$ cat src/rtl/rr_arbiter2_pkg.sv
// Shared types and defaults for the two-channel round-robin arbiter.
// Holds the FSM encoding and default parameter values.
package rr_arbiter2_pkg;

    typedef enum logic {
        EMPTY = 1'b0,
        FULL  = 1'b1
    } state_t;

    localparam int WIDTH_DEF = 1;
    localparam int CNT_W_DEF = 8;

endpackage

$ cat src/rtl/rr_arbiter2_if.sv
// Bundle of the two input channels, the registered output and counters.
// master drives requests and out_ready; slave is the arbiter.
interface rr_arbiter2_if
    import rr_arbiter2_pkg::*;
#(
    parameter int WIDTH = WIDTH_DEF,
    parameter int CNT_W = CNT_W_DEF
);

    logic             in0_valid;
    logic [WIDTH-1:0] in0_data;
    logic             in0_ready;
    logic             in1_valid;
    logic [WIDTH-1:0] in1_data;
    logic             in1_ready;
    logic             sel;
    logic             out_valid;
    logic [WIDTH-1:0] out_data;
    logic             out_src;
    logic             out_ready;
    logic [CNT_W-1:0] cnt0;
    logic [CNT_W-1:0] cnt1;

    modport slave (
        input  in0_valid, in0_data,
        input  in1_valid, in1_data,
        input  out_ready,
        output in0_ready, in1_ready,
        output sel,
        output out_valid, out_data, out_src,
        output cnt0, cnt1
    );

    modport master (
        output in0_valid, in0_data,
        output in1_valid, in1_data,
        output out_ready,
        input  in0_ready, in1_ready,
        input  sel,
        input  out_valid, out_data, out_src,
        input  cnt0, cnt1
    );

endinterface

$ cat src/rtl/rr_arbiter2_mux2to1.sv
// Single-bit 2:1 mux used to build the arbiter data-select path.
// s=0 passes a, s=1 passes b.
module mux2to1 (
    input  logic a,
    input  logic b,
    input  logic s,
    output logic y
);

    assign y = s ? b : a;

endmodule

$ cat src/rtl/rr_arbiter2.sv
// Two-channel round-robin arbiter feeding a one-entry output register.
// Ties go to the channel that did not win the last transfer.
module rr_arbiter2
    import rr_arbiter2_pkg::*;
#(
    parameter int WIDTH = WIDTH_DEF,
    parameter int CNT_W = CNT_W_DEF
) (
    input  logic         clk,
    input  logic         rst_n,
    rr_arbiter2_if.slave bus
);

    localparam logic [CNT_W-1:0] CNT_MAX = {CNT_W{1'b1}};

    state_t           state_q;
    state_t           state_d;
    logic             last_q;
    logic [WIDTH-1:0] data_q;
    logic             src_q;
    logic [CNT_W-1:0] cnt0_q;
    logic [CNT_W-1:0] cnt1_q;

    logic             can_load;
    logic             gnt;
    logic             xfer0;
    logic             xfer1;
    logic             xfer;
    logic [WIDTH-1:0] mux_data;

    // With no request the grant parks on last, which also drives sel.
    always_comb begin
        gnt = last_q;
        unique case (1'b1)
            bus.in0_valid & bus.in1_valid:  gnt = ~last_q;
            bus.in1_valid & ~bus.in0_valid: gnt = 1'b1;
            bus.in0_valid & ~bus.in1_valid: gnt = 1'b0;
            default:                        gnt = last_q;
        endcase
    end

    assign can_load = (state_q == EMPTY) | bus.out_ready;
    assign xfer0    = can_load & bus.in0_valid & ~gnt;
    assign xfer1    = can_load & bus.in1_valid & gnt;
    assign xfer     = xfer0 | xfer1;

    for (genvar i = 0; i < WIDTH; i++) begin : g_mux
        mux2to1 u_mux (
            .a (bus.in0_data[i]),
            .b (bus.in1_data[i]),
            .s (gnt),
            .y (mux_data[i])
        );
    end

    always_ff @(posedge clk or negedge rst_n) begin
        if (!rst_n) begin
            state_q <= EMPTY;
        end else begin
            state_q <= state_d;
        end
    end

    always_comb begin
        state_d = state_q;
        if (xfer) begin
            state_d = FULL;
        end else if (bus.out_ready) begin
            state_d = EMPTY;
        end
    end

    always_ff @(posedge clk or negedge rst_n) begin
        if (!rst_n) begin
            data_q <= '0;
            src_q  <= 1'b0;
            last_q <= 1'b1;
        end else if (xfer) begin
            data_q <= mux_data;
            src_q  <= gnt;
            last_q <= gnt;
        end
    end

    // Counters saturate rather than wrap.
    always_ff @(posedge clk or negedge rst_n) begin
        if (!rst_n) begin
            cnt0_q <= '0;
            cnt1_q <= '0;
        end else begin
            if (xfer0 && cnt0_q != CNT_MAX) begin
                cnt0_q <= cnt0_q + CNT_W'(1);
            end
            if (xfer1 && cnt1_q != CNT_MAX) begin
                cnt1_q <= cnt1_q + CNT_W'(1);
            end
        end
    end

    assign bus.in0_ready = xfer0;
    assign bus.in1_ready = xfer1;
    assign bus.sel       = gnt;
    assign bus.out_valid = (state_q == FULL);
    assign bus.out_data  = data_q;
    assign bus.out_src   = src_q;
    assign bus.cnt0      = cnt0_q;
    assign bus.cnt1      = cnt1_q;

endmodule

$ cat src/flat_wrapper.sv
// flat-port wrapper written by rule: the top's interface ports become plain ports
module rr_arbiter2_flat import rr_arbiter2_pkg::*;
#(
    parameter int WIDTH = WIDTH_DEF,
    parameter int CNT_W = CNT_W_DEF
)
  (clk, rst_n, bus_in0_valid, bus_in0_data, bus_in1_valid, bus_in1_data, bus_out_ready, bus_in0_ready, bus_in1_ready, bus_sel, bus_out_valid, bus_out_data, bus_out_src, bus_cnt0, bus_cnt1);
  rr_arbiter2_if #(.WIDTH(WIDTH), .CNT_W(CNT_W)) bus_i ();
  input  logic clk;
  input  logic rst_n;
  input wire logic [$bits(bus_i.in0_valid)-1:0] bus_in0_valid;
  input wire logic [$bits(bus_i.in0_data)-1:0] bus_in0_data;
  input wire logic [$bits(bus_i.in1_valid)-1:0] bus_in1_valid;
  input wire logic [$bits(bus_i.in1_data)-1:0] bus_in1_data;
  input wire logic [$bits(bus_i.out_ready)-1:0] bus_out_ready;
  output wire logic [$bits(bus_i.in0_ready)-1:0] bus_in0_ready;
  output wire logic [$bits(bus_i.in1_ready)-1:0] bus_in1_ready;
  output wire logic [$bits(bus_i.sel)-1:0] bus_sel;
  output wire logic [$bits(bus_i.out_valid)-1:0] bus_out_valid;
  output wire logic [$bits(bus_i.out_data)-1:0] bus_out_data;
  output wire logic [$bits(bus_i.out_src)-1:0] bus_out_src;
  output wire logic [$bits(bus_i.cnt0)-1:0] bus_cnt0;
  output wire logic [$bits(bus_i.cnt1)-1:0] bus_cnt1;
  assign bus_i.in0_valid = bus_in0_valid;
  assign bus_i.in0_data = bus_in0_data;
  assign bus_i.in1_valid = bus_in1_valid;
  assign bus_i.in1_data = bus_in1_data;
  assign bus_i.out_ready = bus_out_ready;
  assign bus_in0_ready = bus_i.in0_ready;
  assign bus_in1_ready = bus_i.in1_ready;
  assign bus_sel = bus_i.sel;
  assign bus_out_valid = bus_i.out_valid;
  assign bus_out_data = bus_i.out_data;
  assign bus_out_src = bus_i.out_src;
  assign bus_cnt0 = bus_i.cnt0;
  assign bus_cnt1 = bus_i.cnt1;
  rr_arbiter2 #(.WIDTH(WIDTH), .CNT_W(CNT_W)) u_core (.clk(clk), .rst_n(rst_n), .bus(bus_i));
endmodule
$ cat config.mk
export PLATFORM = sky130hd
export DESIGN_NAME = rr_arbiter2_flat
export DESIGN_NICKNAME = d
export VERILOG_FILES = /design/src/rtl/rr_arbiter2_pkg.sv /design/src/rtl/rr_arbiter2_if.sv /design/src/rtl/rr_arbiter2_mux2to1.sv /design/src/rtl/rr_arbiter2.sv /design/src/flat_wrapper.sv
export SDC_FILE = /design/constraint.sdc
export NUM_CORES = 1
export LEC_CHECK = 0
export BUFFER_PORTS_ARGS = -buffer_cell sky130_fd_sc_hd__buf_4
export CAP_MARGIN = 40
export CORE_ASPECT_RATIO = 0.6
export CORE_UTILIZATION = 45
export DETAILED_ROUTE_END_ITERATION = 10
export PLACE_DENSITY = 0.67
export SLEW_MARGIN = 20
export SYNTH_ARGS = -nofsm -noshare
export SYNTH_HDL_FRONTEND = slang
export SYNTH_SLANG_ARGS = --single-unit
export TNS_END_PERCENT = 5
$ cat constraint.sdc
create_clock -name clk -period 2 [get_ports clk]
set_input_delay 0.1 -clock clk [delete_from_list [all_inputs] [get_ports clk]]
set_output_delay 0.1 -clock clk [all_outputs]
set_load 0.02 [all_outputs]
---- After elaboration in Yosys (flattened, before gate mapping) ----
Index checks and enable logic that the tools add are counted.
operators by class
  add/subtract/negate cells ............... 2
  equal/unequal tests ..................... 2
  muxes and demuxes ....................... 4
  bitwise logic cells ..................... 14
  reductions and logical operators ........ 3
operator list
  operator               number
  $add A8 B1 Y8 const B  2
  $ne A8 B8 Y1 const B   2
  $and A1 B1 Y1          7
  $not A1 Y1             5
  $mux W1                3
  $pmux W1 S3            1
  $logic_and A1 B1 Y1    2
  $or A1 B1 Y1           2
  $reduce_bool A2 Y1     1
storage, ports and cells
  bits in registers ....................... 20
  bits of input ports ..................... 7

---- Logic depth before layout (Yosys ltp) ----
Gate-level depths: netlist of the first run.
  word-level depth ........................ 7
  mapped depth ............................ 5
  mapped depth without buffers ............ 5

---- Cells and area by module ----
Synthesis of the first run repeated with hierarchy kept, for this count alone.
unflattened totals
  cells, all modules ...................... 93
  area total of the unflattened synthesis .. 1057.3 µm²
by module, submodules not included
  module       instances  cells each  area each (µm²)
  rr_arbiter2  1          92          1042.2
  mux2to1      1          1           15.0

---- Least setup slack after synthesis of the first run ----
Ideal clock, no wire load.
  kind .................................... register -> register
  start point ............................. register u_core.last_q
  end point ............................... register u_core.data_q, in the netlist u_core.bus.out_data
  arrival time ............................ 1445 ps
  required time ........................... 1866 ps
  setup slack ............................. 421 ps
  stages on the path, launching flop included .. 5
  buffers on the path ..................... 0
  path through ............................ dfstp_2 -> inv_1 -> o21ai_0 -> mux2i_1 -> o21ai_0
on the way
  cells in the longest elaborated chain, start to end .. 5
ends and longest elaborated chain
  item                    line                text
  start, declared         rr_arbiter2.sv:18   logic last_q;
  start signal, assigned  rr_arbiter2.sv:81   last_q <= gnt;
  $not A1 Y1              rr_arbiter2.sv:35   bus.in0_valid & bus.in1_valid: gnt = ~last_q;
  $pmux W1 S3 (*)         rr_arbiter2.sv:34   unique case (1'b1)
  via bus_sel             flat_wrapper.sv:18  output wire logic [$bits(bus_i.sel)-1:0] bus_sel;
  $not A1 Y1              rr_arbiter2.sv:43   assign xfer0 = can_load & bus.in0_valid & ~gnt;
  $and A1 B1 Y1           rr_arbiter2.sv:43
  $or A1 B1 Y1            rr_arbiter2.sv:45   assign xfer = xfer0 | xfer1;
  end signal, assigned    rr_arbiter2.sv:79   data_q <= mux_data;
  end, declared           rr_arbiter2.sv:19   logic [WIDTH-1:0] data_q;
The timed path passes the listed nets; every way through them passes the cells marked *.
A chain may end at the register's enable or synchronous reset.

---- Final worst setup path of the first run ----
  start point ............................. register u_core.cnt0_q[0], in the netlist u_core.bus.cnt0[0]
  end point ............................... register u_core.cnt0_q[6], in the netlist u_core.bus.cnt0[6]
on the way
  cells in the longest elaborated chain, start to end .. 2
ends and longest elaborated chain
  item                                                                   line               text
  start, declared                                                        rr_arbiter2.sv:21  logic [CNT_W-1:0] cnt0_q;
  start signal, assigned                                                 rr_arbiter2.sv:92  cnt0_q <= cnt0_q + CNT_W'(1);
  parallel branches: the longest is 2 deep, another holds $add A8 B1 Y8  -
Several ways; the timed one is not identified.

==> summary.md, run 1 <==
| Metric | Value |
|---|---|
| Status | `completed` |
| Final hold violation count | `0` |
| Setup CP Type | `flip-flop to flip-flop` |
| Routed WL per cell | `13.4 um` |
| Final #Nets | `136` |
| Final instance area | `1330 um2` |
| Final GP Congestion | `0.752` |
| DP Cell Count | `149` |
| Top-Level Pins | `29` |
| Syn_area_per_cell | `10.8 um2` |
| Final Setup Violations | `0` |
| # clock sinks | `20` |
| Crit path DAT | `1.70 ns` |
| Total vias in the final route | `790` |
| Post-synth EDFFs | `0` |
| Num rows | `12` |
| Initial antenna violation count | `0` |
| Total leakage power | `0.640 nW` |
| Core area | `1980 um2` |
| CTS Buffer Depth | `2` |
| 1st-iter DRT viols | `36` |
| Worst IR Drop VDD | `948 uV` |
| Proportion of synthesized chip area in sequential cells | `49.5%` |
| Overall die width | `63.3 um` |
| Hold Crit Class | `input port to flip-flop` |
| Async set or reset register ratio after synthesis | `100%` |
| Share of cells above drive strength 1 | `34.9%` |
| Unrepaired setup endpoints after global routing | `false` |
| Clock Latency Late Sink | `0.26 ns` |
| Maxcap violations | `0` |
| Total gr overflow | `0` |
| Mapped Cells | `94` |
| H-tree levels | `1` |
| Area post-placement | `1250 um2` |
| Peak Freq | `646 MHz` |
| Initial core utilization | `51.1%` |
| DRC violations left | `0` |
| Period minus WS final | `1.55 ns` |
| Max-slew headroom | `78.2%` |
| Pre-antenna DRT Iters | `4` |
| Ant. Diodes | `0` |
| Pin count of the biggest net entering global routing | `21` |
| Antenna-violating nets left | `0` |
| PD cells | `1370 nW/um2` |
| GR Util All Layers | `18.6%` |
| Post-synth top flop | `dfrtp_1` |
| Worst-path maximum fanout | `4` |
| Ranking of synthesized cells by area | `dfrtp_1, nand2_1, mux2_2, xnor2_1, nand4_1` |
| Fillers | `167` |
| Post-layout util | `67.0%` |
| DRT Wirelength | `2070 um` |
| Count of pins over their slew limit | `0` |
| Full die area | `2450 um2` |
| Share of the synthesized area in the top cell type | `46.9%` |
| Port Buffer Count | `28` |
| Synthesized cell area | `1010 um2` |
| Cts repair resizes | `0` |
| Worst clock skew | `0.00814 ns` |
| Worst-margin pin slew | `0.323 ns` |
| Layout area overhead | `31.1%` |
| Vias per cell | `5.13` |
| Post-synth cell types | `30` |
| Register bit total from synthesis | `20` |
| Clock slew at the register clock pins of the worst setup and hold paths | `0.08 ns` |
| Num CTS Buffers | `3` |
| Setup TNS | `0 ns` |
| Die height | `38.8 um` |
| Number of global-route vias before repair | `677` |
| CTS tree | `done` |
| Non-filler instance count after layout | `154` |
| Crit start category | `flip-flop` |
| Total Power | `0.00183 W` |
| Synthesis warning total | `0` |
| Tcrit/Tclk final | `77.4%` |
| CP required | `2.15 ns` |
| Post-DP HPWL | `1590 um` |
| CP endpoint kind | `flip-flop` |
| Synth Net Count | `103` |
| First-pass GRT wire length | `3230 um` |
| Root Buffer | `clkbuf_8` |
| Synth area leader | `dfrtp_1` |
-- worst paths after layout --
| check | start | endpoint | slack (ns) | cells past startpoint |
|---|---|---|---|---|
| worst max register to register | u_core.bus.cnt0[0]$_DFFE_PN0P_ | u_core.bus.cnt0[6]$_DFFE_PN0P_ | 0.45 | 5 |
| worst min register to register | u_core.bus.out_data$_DFFE_PN0P_ | u_core.bus.out_data$_DFFE_PN0P_ | 0.50 | 2 |
| worst max-delay path | u_core.bus.cnt0[0]$_DFFE_PN0P_ | u_core.bus.cnt0[6]$_DFFE_PN0P_ | 0.45 | 5 |
| worst min-delay path | bus_in1_valid | u_core.bus.out_valid$_DFFE_PN0P_ | 0.07 | 3 |
| min in group asynchronous | rst_n | u_core.bus.cnt1[2]$_DFFE_PN0P_ | 0.25 | 2 |
| max in group asynchronous | rst_n | u_core.last_q$_DFFE_PN1P_ | 1.49 | 2 |
-- critical path, cell delays in order (launching register included) --
cell	delay, ns
dfrtp_1	0.43
ha_1	0.19
and3_1	0.18
nand4_1	0.15
nor2_1	0.16
mux2_2	0.34
-- flip-flops by register name, summed over array words and instances, names as in the netlist --
| register | count |
|---|---|
| u_core.bus.cnt0 | 8 |
| u_core.bus.cnt1 | 8 |
| u_core.bus.out_data | 1 |
| u_core.bus.out_src | 1 |
| u_core.bus.out_valid | 1 |
| u_core.last_q | 1 |
-- through the flow --
step | hold slack, ns | worst slack, ns
finish | 0.0730 | 0.452
global route | 0.0866 | 0.351
CTS | 0.0691 | 0.469
detailed placement | -0.0107 | 0.476
global placement | -0.00426 | 0.495
floorplan | -0.196 | 0.421
-- Yosys cell counts, drive strengths merged (2+ instances only) --
library cell / count
dfrtp: 19
inv: 3
ha: 2
nand2b: 4
a21oi: 4
xnor2: 5
mux2i: 3
mux2: 6
nor2: 6
nand4: 6
o21ai: 3
and3: 5
nand2: 15
nor3: 3
-- report_power, final --
group	total, W	internal, W	switching (W)
Combinational	0.000711	0.000327	0.000383
Clock	0.000401	0.000267	0.000133
Sequential	0.000715	0.000541	0.000173
Total	0.00183	0.00114	0.000690
-- metal layers --
layer / routed length, um / vias to the layer above / track usage, %
li1: - / 397 / -
met1: 1110 / 365 / 27.9
met2: 816 / 24 / 25.0
met3: 127 / 4 / 5.88
met4: 17 / 0 / 5.11
met5: 0 / - / 0
-- cell usage in the layout (no fill, tap or decap), drive strengths merged, types with 4 or more instances in the layout --
cell type,Yosys,layout
mux2,6,6
xnor2,5,5
dfrtp,19,19
and3,5,5
a21oi,4,4
nand4,6,6
buf,1,28
nand2b,4,4
nand2,15,15
nor2,6,6
-- cell type report --
cell class	count	area [um2]	share of cell area, %
multi-input combinational	70	489	36.8
timing repair buffer	29	220	16.6
clock buffer	3	41.3	3.11
clock inverter	1	30.0	2.26
tap	28	35.0	2.64
inverter	3	11.3	0.847
sequential	20	502	37.8
-- cell families (layout without fill, tap and decap cells) --
kind of cell | Yosys count | count (layout) | synth area share [%]
compound gates | 11 | 11 | 7.65
xor+xnor | 6 | 6 | 5.19
fa+ha+maj | 2 | 2 | 2.47
buf+inv | 4 | 36 | 2.22
flops | 20 | 20 | 49.5
mux | 9 | 9 | 9.63
simple gates | 42 | 42 | 23.3
-- what timing repair did --
action	in CTS	in global routing
setup endpoints to repair	0	0
buffers inserted	0	0
hold buffers	1	0
endpoints found under the hold margin	20	0
Note: power is estimated with default switching activity, not from simulation.
==> run 2, diff against run 1 <==
- PLACE_DENSITY: 0.67 -> 0.69
- clock period: 2 -> 1.3 ns (I/O delays scaled with it)
==> run 2 against run 1 <==
Compared with the run above:
- the flow now finishes with violations (setup timing)
- first-iteration DRC count up 11%
- clock-buffer cell count up 1
- non-clock buffer count up 30
- critical path depth down 1
- register-to-register slack worse by 0.51 ns
- clock power about the same
- largest power group is now combinational logic
==> summary.md, run 2 (synthesis gave the netlist of run 1 again) <==
| Metric | Value |
|---|---|
| Fin worst setup slack | `-0.109 ns` |
| Core area | `1980 um2` |
| Overall die width | `63.3 um` |
| Port Buffer Count | `28` |
| # clock sinks | `20` |
| Worst-margin pin slew | `0.363 ns` |
| Sequential power share | `32.8%` |
| Crit path DAT | `1.34 ns` |
| Post-DP HPWL | `1900 um` |
| Pin count of the biggest net entering global routing | `21` |
| Final Setup Violations | `12` |
| RR Startpoint | `u_core.bus.cnt0[1]$_DFFE_PN0P_` |
| CTS tree | `done` |
| Initial core utilization | `51.1%` |
| Number of global-route vias before repair | `869` |
| Max-slew headroom | `75.5%` |
| DP Cell Count | `176` |
| DRC violations left | `0` |
| Setup crit start | `u_core.last_q$_DFFE_PN1P_` |
| Count of pins over their slew limit | `0` |
| Clock Latency Late Sink | `0.25 ns` |
| Most common cell after layout, fill and taps aside | `buf_4` |
| Fillers | `122` |
| Worst-path maximum fanout | `4` |
| Num CTS Buffers | `3` |
| Share of cells above drive strength 1 | `61.5%` |
| Total Power | `0.00315 W` |
| Final #Nets | `166` |
| Crit start category | `flip-flop` |
| Hold Crit Class | `input port to flip-flop` |
| Area post-placement | `1480 um2` |
| Initial antenna violation count | `0` |
| Full die area | `2450 um2` |
| Register-to-Register Path Depth | `5` |
| Clock slew at the register clock pins of the worst setup and hold paths | `0.07 ns` |
| CTS Buffer Depth | `2` |
| FF-to-FF setup slack | `-0.06 ns` |
| Die height | `38.8 um` |
| Unrepaired setup endpoints after global routing | `true` |
| First-pass GRT wire length | `4170 um` |
| CP endpoint kind | `primary output` |
| Final hold violation count | `0` |
| Clk pwr share | `12.7%` |
| Most frequent cells in the layout | `buf_4, nand2_1, dfrtp_1` |
| PD cells | `1920 nW/um2` |
| Setup CP Type | `flip-flop to primary output` |
| 1st-iter DRT viols | `40` |
| Final GP Congestion | `0.789` |
| CP required | `1.24 ns` |
| Total vias in the final route | `949` |
| GR Util All Layers | `23.7%` |
| Pre-antenna DRT Iters | `4` |
| Violated checks | `setup timing` |
| Period minus WS final | `1.41 ns` |
| Sw Share | `38.3%` |
| Routed WL per cell | `14.2 um` |
| H-tree levels | `1` |
| Ant. Diodes | `0` |
| Num rows | `12` |
| Maxcap violations | `0` |
| Internal | `0.00194 W` |
| Non-filler instance count after layout | `184` |
| Total gr overflow | `0` |
| Vias per cell | `5.16` |
| DRT Wirelength | `2620 um` |
| Worst clock skew | `0.00986 ns` |
| Total leakage power | `0.782 nW` |
| Worst IR Drop VDD | `1590 uV` |
| Final instance area | `1640 um2` |
| Tcrit/Tclk final | `108%` |
| Post-layout util | `82.6%` |
| Critical Path Sink | `bus_in0_ready` |
| Root Buffer | `clkbuf_8` |
| Top-Level Pins | `29` |
| Layout area overhead | `61.5%` |
| Peak Freq | `709 MHz` |
| Status | `finished with violations` |
| Antenna-violating nets left | `0` |
| Gate power share | `54.5%` |
| RR Endpoint | `u_core.bus.cnt0[6]$_DFFE_PN0P_` |
| Switching power | `0.00121 W` |
run 2: changes by cell type in the layout (fill, tap and decap cells not counted), sizes merged:
cell,before,now
buf,28,58
bufinv,1,0
clkbuf,3,4
run 2: repair_timing:
action,in CTS,in global routing
hold endpoints to repair,20,0
hold buffers,1,0
pin swaps,6,4
setup endpoints to repair,15,19
buffers inserted,3,0
gates resized for setup,14,8
run 2: cell type report:
class,instances,area [um2],area share [%]
sequential,20,512,31.3
timing repair buffer,59,457,27.9
multi-input combinational,70,577,35.2
clock buffer,4,45.0,2.75
tap,28,35.0,2.14
inverter,3,11.3,0.688
run 2: how the worst min path moves through the flow:
stage / start / end / slack, ns / cells past startpoint
floorplan: rst_n / u_core.bus.cnt0[0]$_DFFE_PN0P_ / -0.23 / 0
global placement: rst_n / u_core.bus.out_src$_DFFE_PN0P_ / -0.04 / 1
detailed placement: rst_n / u_core.bus.cnt1[1]$_DFFE_PN0P_ / -0.04 / 1
CTS: bus_in1_valid / u_core.bus.out_valid$_DFFE_PN0P_ / 0.07 / 3
global route: bus_in0_valid / u_core.bus.out_valid$_DFFE_PN0P_ / 0.1 / 3
finish: bus_in1_valid / u_core.bus.out_valid$_DFFE_PN0P_ / 0.08 / 3
run 2: power by group through the flow:
| stage | logic (W) | clock network [W] | registers, W |
|---|---|---|---|
| floorplan | 0.000432 | 0 | 0.00135 |
| global placement | 0.00155 | 0 | 0.00100 |
| detailed placement | 0.00159 | 0 | 0.00102 |
| CTS | 0.00167 | 0.000414 | 0.00101 |
| global route | 0.00184 | 0.000442 | 0.00106 |
| finish | 0.00172 | 0.000400 | 0.00103 |
run 2: layer usage:
metal	wire, um	vias up	part of all wire, %	track usage [%]
li1	-	455	-	-
met1	1300	461	50	35.1
met2	1150	29	44	36.0
met3	146	4	5.6	5.59
met4	21	0	0.80	3.41
met5	0	-	0	0
run 2: stage by stage:
step / worst slack, ns / hold WS (ns) / TNS, ns
after floorplan: -0.117 / -0.231 / -0.675
final: -0.109 / 0.0761 / -0.489
after CTS: -0.0948 / 0.0671 / -0.449
after global routing: -0.138 / 0.0999 / -1.18
after global placement: -0.0499 / -0.0400 / -0.246
after detailed placement: -0.108 / -0.0409 / -0.518
run 2: critical path, cell delays in order, from the launching register on:
cell and delay [ns]:
dfstp_2 0.54, nand2b_4 0.14, and3_4 0.20, buf_6 0.11, buf_6 0.11
